$ cat config.mk
export PLATFORM = sky130hd
export DESIGN_NAME = vram_arbiter
export DESIGN_NICKNAME = d
export VERILOG_FILES = /design/src/rtl/vram_pkg.sv /design/src/rtl/vram_arbiter.sv
export SDC_FILE = /design/constraint.sdc
export NUM_CORES = 1
export LEC_CHECK = 0
export ABC_AREA = 0
export CORE_MARGIN = 8
export CORE_UTILIZATION = 48
export DETAILED_ROUTE_END_ITERATION = 10
export GPL_ROUTABILITY_DRIVEN = 0
export GPL_TIMING_DRIVEN = 0
export PLACE_DENSITY = 0.78
export SLEW_MARGIN = 20
export SYNTH_ARGS = -nofsm -noshare
export SYNTH_HDL_FRONTEND = slang
export SYNTH_SLANG_ARGS = --single-unit
$ cat constraint.sdc
create_clock -name logic_clock -period 3.31 [get_ports logic_clock]
set_clock_uncertainty 0.1 [all_clocks]
set_input_delay 0.331 -clock logic_clock [delete_from_list [all_inputs] [get_ports logic_clock]]
set_output_delay 0.331 -clock logic_clock [all_outputs]
set_load 0.02 [all_outputs]
$ cat src/rtl/vram_pkg.sv
// vram_pkg: shared types and constants for the video RAM arbiter.
//   owner_t     - which requester owns a RAM slot travelling down the read pipeline.
//   cpu_state_t - CPU request handshake state.
//   VID_LATENCY - cycles from grant to vid_valid / cpu_ack.
package vram_pkg;

   typedef enum logic [1:0] {
      NONE = 2'd0,
      VID  = 2'd1,
      CPU  = 2'd2
   } owner_t;

   typedef enum logic [1:0] {
      C_IDLE   = 2'd0,
      C_PEND   = 2'd1,
      C_FLIGHT = 2'd2
   } cpu_state_t;

   localparam int unsigned VID_LATENCY = 3;

endpackage

$ cat src/rtl/vram_arbiter.sv
// vram_arbiter: shares a single-port synchronous video RAM between the video fetcher
// (read-only, absolute priority, fixed 3-cycle latency) and the 6809 CPU bus (req/ack).
// Also records the worst CPU grant wait of each frame.
//
// Ports:
//   logic_clock, reset          - sole clock; synchronous active-high reset
//   vid_req/vid_addr            - video read request pulse and address
//   vid_valid/vid_data          - video read data, exactly 3 cycles after vid_req
//   cpu_req/cpu_we/cpu_addr/
//   cpu_wdata                   - CPU request level and transaction, held until cpu_ack
//   cpu_ack/cpu_rdata           - CPU completion pulse and read data (held between reads)
//   ram_addr/ram_we/ram_wdata   - registered RAM command
//   ram_rdata                   - RAM read data, valid the cycle after ram_addr
//   frame_strobe                - one pulse per frame
//   max_stall                   - worst CPU wait of the previous frame, in cycles
module vram_arbiter
   import vram_pkg::*;
#(
   parameter int unsigned AW    = 16,
   parameter int unsigned DW    = 8,
   parameter int unsigned CNT_W = 16
) (
   input  logic             logic_clock,
   input  logic             reset,
   input  logic             vid_req,
   input  logic [AW-1:0]    vid_addr,
   output logic             vid_valid,
   output logic [DW-1:0]    vid_data,
   input  logic             cpu_req,
   input  logic             cpu_we,
   input  logic [AW-1:0]    cpu_addr,
   input  logic [DW-1:0]    cpu_wdata,
   output logic             cpu_ack,
   output logic [DW-1:0]    cpu_rdata,
   output logic [AW-1:0]    ram_addr,
   output logic             ram_we,
   output logic [DW-1:0]    ram_wdata,
   input  logic [DW-1:0]    ram_rdata,
   input  logic             frame_strobe,
   output logic [CNT_W-1:0] max_stall
);

   // Last cycle index of the CPU in-flight window (grant+1 .. grant+VID_LATENCY).
   localparam logic [1:0] FlightLast = 2'(VID_LATENCY - 1);

   // ---------------------------------------------------------------------------------------
   // CPU FSM and slot selection
   // ---------------------------------------------------------------------------------------
   cpu_state_t state_q, state_d;
   logic [1:0] flight_cnt_q, flight_cnt_d;

   logic   cpu_avail;
   logic   vid_grant;
   logic   cpu_grant;
   logic   cpu_stall;
   owner_t grant_owner;

   always_ff @(posedge logic_clock) begin
      if (reset) begin
         state_q      <= C_IDLE;
         flight_cnt_q <= '0;
      end else begin
         state_q      <= state_d;
         flight_cnt_q <= flight_cnt_d;
      end
   end

   always_comb begin
      state_d      = state_q;
      flight_cnt_d = flight_cnt_q;
      unique case (state_q)
         C_IDLE, C_PEND: begin
            if (cpu_grant) begin
               state_d      = C_FLIGHT;
               flight_cnt_d = '0;
            end else if (cpu_req) begin
               state_d = C_PEND;
            end else begin
               // A pending request that drops is abandoned without an ack.
               state_d = C_IDLE;
            end
         end
         C_FLIGHT: begin
            if (flight_cnt_q == FlightLast) begin
               state_d = C_IDLE;
            end else begin
               flight_cnt_d = flight_cnt_q + 2'd1;
            end
         end
         default: begin
            state_d      = C_IDLE;
            flight_cnt_d = '0;
         end
      endcase
   end

   always_comb begin
      cpu_avail   = (state_q == C_IDLE) || (state_q == C_PEND);
      vid_grant   = vid_req;
      cpu_grant   = !vid_req && cpu_req && cpu_avail;
      cpu_stall   = cpu_req && cpu_avail && !cpu_grant;
      grant_owner = NONE;
      if (vid_grant) begin
         grant_owner = VID;
      end else if (cpu_grant) begin
         grant_owner = CPU;
      end
   end

   // ---------------------------------------------------------------------------------------
   // RAM command register and read-return pipeline
   // ---------------------------------------------------------------------------------------
   logic [AW-1:0] ram_addr_q;
   logic          ram_we_q;
   logic [DW-1:0] ram_wdata_q;
   owner_t        tag1_q, tag2_q;
   logic          tag1_we_q, tag2_we_q;
   logic          vid_valid_q;
   logic [DW-1:0] vid_data_q;
   logic          cpu_ack_q;
   logic [DW-1:0] cpu_rdata_q;

   always_ff @(posedge logic_clock) begin
      if (reset) begin
         ram_addr_q  <= '0;
         ram_we_q    <= 1'b0;
         ram_wdata_q <= '0;
         tag1_q      <= NONE;
         tag1_we_q   <= 1'b0;
         tag2_q      <= NONE;
         tag2_we_q   <= 1'b0;
      end else begin
         // Only a CPU write grant drives the write enable, and only for one cycle.
         ram_we_q <= cpu_grant && cpu_we;
         if (vid_grant) begin
            ram_addr_q <= vid_addr;
         end else if (cpu_grant) begin
            ram_addr_q  <= cpu_addr;
            ram_wdata_q <= cpu_wdata;
         end
         tag1_q    <= grant_owner;
         tag1_we_q <= cpu_grant && cpu_we;
         tag2_q    <= tag1_q;
         tag2_we_q <= tag1_we_q;
      end
   end

   always_ff @(posedge logic_clock) begin
      if (reset) begin
         vid_valid_q <= 1'b0;
         vid_data_q  <= '0;
         cpu_ack_q   <= 1'b0;
         cpu_rdata_q <= '0;
      end else begin
         vid_valid_q <= (tag2_q == VID);
         if (tag2_q == VID) begin
            vid_data_q <= ram_rdata;
         end
         cpu_ack_q <= (tag2_q == CPU);
         // Writes ack too, but leave the last read data untouched.
         if ((tag2_q == CPU) && !tag2_we_q) begin
            cpu_rdata_q <= ram_rdata;
         end
      end
   end

   assign ram_addr  = ram_addr_q;
   assign ram_we    = ram_we_q;
   assign ram_wdata = ram_wdata_q;
   assign vid_valid = vid_valid_q;
   assign vid_data  = vid_data_q;
   assign cpu_ack   = cpu_ack_q;
   assign cpu_rdata = cpu_rdata_q;

   // ---------------------------------------------------------------------------------------
   // Stall statistics
   // ---------------------------------------------------------------------------------------
   logic [CNT_W-1:0] wait_q, wait_d;
   logic [CNT_W-1:0] run_max_q, run_max_d;
   logic [CNT_W-1:0] max_stall_q, max_stall_d;
   logic [CNT_W-1:0] peak_wait;

   always_comb begin
      // wait_q already holds the full wait of a grant happening this cycle, so a snapshot
      // taken together with that grant still includes it.
      peak_wait = (wait_q > run_max_q) ? wait_q : run_max_q;

      wait_d = wait_q;
      if (cpu_grant) begin
         wait_d = '0;
      end else if (cpu_stall && (wait_q != '1)) begin
         wait_d = wait_q + 1'b1;
      end

      run_max_d = run_max_q;
      if (frame_strobe) begin
         run_max_d = '0;
      end else if (cpu_grant) begin
         run_max_d = peak_wait;
      end

      max_stall_d = frame_strobe ? peak_wait : max_stall_q;
   end

   always_ff @(posedge logic_clock) begin
      if (reset) begin
         wait_q      <= '0;
         run_max_q   <= '0;
         max_stall_q <= '0;
      end else begin
         wait_q      <= wait_d;
         run_max_q   <= run_max_d;
         max_stall_q <= max_stall_d;
      end
   end

   assign max_stall = max_stall_q;

endmodule

==> results by group <==
STA
  – Rel. slew slack: 38.4%
  – Crit path time final: approximately 2.7 ns
  – Final Hold Viols: 0
  – Tcrit/Tclk final: between 80 and 90%
  – Max Slew Vio Count: 0
  – Final TNS setup: 0 ns
  – Fmax: ~370 MHz
  – RSZ-0062 raised after global routing: false
  – Final setup vio count: 0
  – Worst-margin pin slew: about 0.92 ns

Logic synthesis
  – Post-synth EDFFs: 0
  – Top FF cell, synth: dfxtp_1
  – Area share of the largest cell type after synthesis: roughly 47%
  – Synthesized area per cell: between 8 and 9 sq um
  – Cells after synthesis: 496
  – Seq cells post-synth: 100
  – Syn_nets: around 570
  – Post-synthesis sequential area ratio: between 40 and 50%
  – Area leader, netlist: dfxtp_1
  – Mapped cell area: between 0.004 and 0.005 sq mm
  – Synth top area cells: dfxtp_1 47%, mux2i_1 9.5%, nand2_1 7.8%
  – Async S/R FF share, synth: 0%
  – Syn. warnings: 0
  – Unique cell type count in the Yosys netlist: 39

Route
  – Post-DR wirelength/cell: approximately 16 microns
  – Vias: 3,826
  – Final ANT Viol Nets: 0
  – Via-per-instance ratio: 5.25
  – DRC violations left: 0
  – Initial DRT Pass Iterations: 4
  – Post-Route WL: about 12 mm
  – Initial DRC Count: around 210

Floorplan
  – Die area: roughly 0.012 sq mm
  – Row count: 34
  – Core ar.: roughly 0.0087 sq mm
  – Die height: 111 microns
  – IO Pins: between 100 and 150
  – Die width: around 110 microns
  – Initial Utilization: between 40 and 50%

CTS
  – Total CTS buffers: 9
  – Clk buf depth: 2
  – CTS resizes: 0
  – H-tree level count: 3
  – CTS sink cnt: 100
  – Worst-skew pair later-pin latency: about 0.36 ns
  – Hold-fix buffers, CTS: 0
  – CTS clk-pin slew, worst paths: 0.10 ns
  – CTS tree: done
  – CTS root buffer: clkbuf_8
  – Post-CTS setup buffer count: 0

Power
  – Power Density: about 410 mW/mm^2
  – Tot Pwr: between 2000 and 2500 uW
  – Peak VDD IR: between 200 and 300 uV
  – Leak pwr: about 0.0021 uW

Setup path
  – Crit path launch type: flop
  – CP Data Required Time: 3.45 ns
  – Critical path capture point type: flop
  – Crit path arrival time: 2.87 ns
  – Critical path class: reg2reg
  – CP Max Fanout: 10

Finish
  – Number of diodes: 0
  – Fraction of layout instances using a drive strength above 1: between 3 and 4%
  – Most frequent cells in the layout: 110 x clkdlybuf4s50_1, 100 x dfxtp_1, 89 x nand2_1, 60 x nor2_1
  – Area Overhead vs Synth: 33.1%
  – Most common cell after layout, fill and taps aside: clkdlybuf4s50_1
  – Nets: a little under 700

Placed design
  – Port bufs: 110
  – Hpwl dp: about 9.2 mm

Global route
  – Global-route wire length before repair: around 19 mm
  – Initial antenna violation count: 0
  – GR Util All Layers: between 10% and 20%
  – GR Overflow Total: 0
  – Vias in the first global route: 3,766
  – Largest net degree at the start of global routing: 17

Flow run
  – Number of max-cap violations: 0

Outcome
  – Status: complete, no violations

Hold path
  – HP Class: in2reg
## power by group
part           switching (uW)  internal (uW)  leakage [uW]
combinational             169            163       0.00120
sequential               22.2           1240      0.000815
clock                     414            350     0.0000931
## flip-flops by register name (all words and copies together), names as in the netlist
signal	flops
state_q	2
tag2_we_q	1
vid_valid	1
tag1_we_q	1
run_max_q	16
cpu_rdata	8
flight_cnt_q	2
wait_q	16
tag2_q	2
tag1_q	2
max_stall	16
ram_wdata	8
cpu_ack	1
vid_data	8
ram_addr	16
## stage by stage
step	util [%]	instance area, sq um	cells	hold slack, ns	setup WS [ns]
global route	65.7	5730	729	0.182	0.448
detailed placement	63.5	5540	714	0.328	0.449
floorplan	-	4300	496	0.314	0.979
finish	65.7	5730	729	0.179	0.584
global placement	63.5	5540	714	0.320	0.531
CTS	65.7	5730	729	0.164	0.587
## cell usage after synthesis (2+ instances only)
library cell	count
a211oi_1	16
a21oi_1	41
a22oi_1	16
and2_1	2
buf_1	5
buf_4	2
clkbuf_1	20
dfxtp_1	100
ha_1	18
inv_1	24
mux2i_1	41
nand2_1	89
nand2b_1	5
nand3_1	6
nand4_1	5
nor2_1	60
nor2b_1	6
nor3_1	5
o21ai_0	3
xnor2_1	11
xor2_1	3
## layout make-up
class	instances	area, sq um
Buffer	28	120
Clock buffer	10	128
Clock inverter	5	60.1
Fill cell	721	3000
Inverter	24	90.1
Multi-Input combinational cell	344	2090
Sequential cell	100	2000
Tap cell	108	135
Timing Repair Buffer	110	1100
## worst paths after layout
check / from / endpoint / slack (ns) / cells past startpoint
max: wait_q[14] / run_max_q[11] / 0.58 / 9
min reg2reg: tag1_q[1] / tag2_q[1] / 0.35 / 1
max reg2reg: wait_q[14] / run_max_q[11] / 0.58 / 9
min: reset / tag1_q[1] / 0.18 / 2
## layer usage
layer	track usage [%]	wire length [microns]	vias to the layer above
met5	0	0	-
met4	5.95	106	0
met3	4.60	665	8
met2	32.6	5650	102
met1	22.5	5270	1799
li1	-	-	1917
## cell families after synthesis
group,share of synthesized area [%]
muxes,9.54
buffers and inverters,4.89
AOI/OAI and AO/OA,12.1
xor gates and xnor gates,2.85
DFF,46.5
and+or+nand+nor,18.9
adders and majority gates,5.24
## worst max-delay path: stages, from the launching register on
cell and delay [ns]:
dfxtp_1 0.38, ha_1 0.35, nand4_1 0.16, nor4_1 0.44, a21boi_0 0.24, o31a_1 0.16, buf_4 0.19, nand2_2 0.17
buf_4 0.28, mux2i_1 0.14
Power figures use the tool's default switching activity.
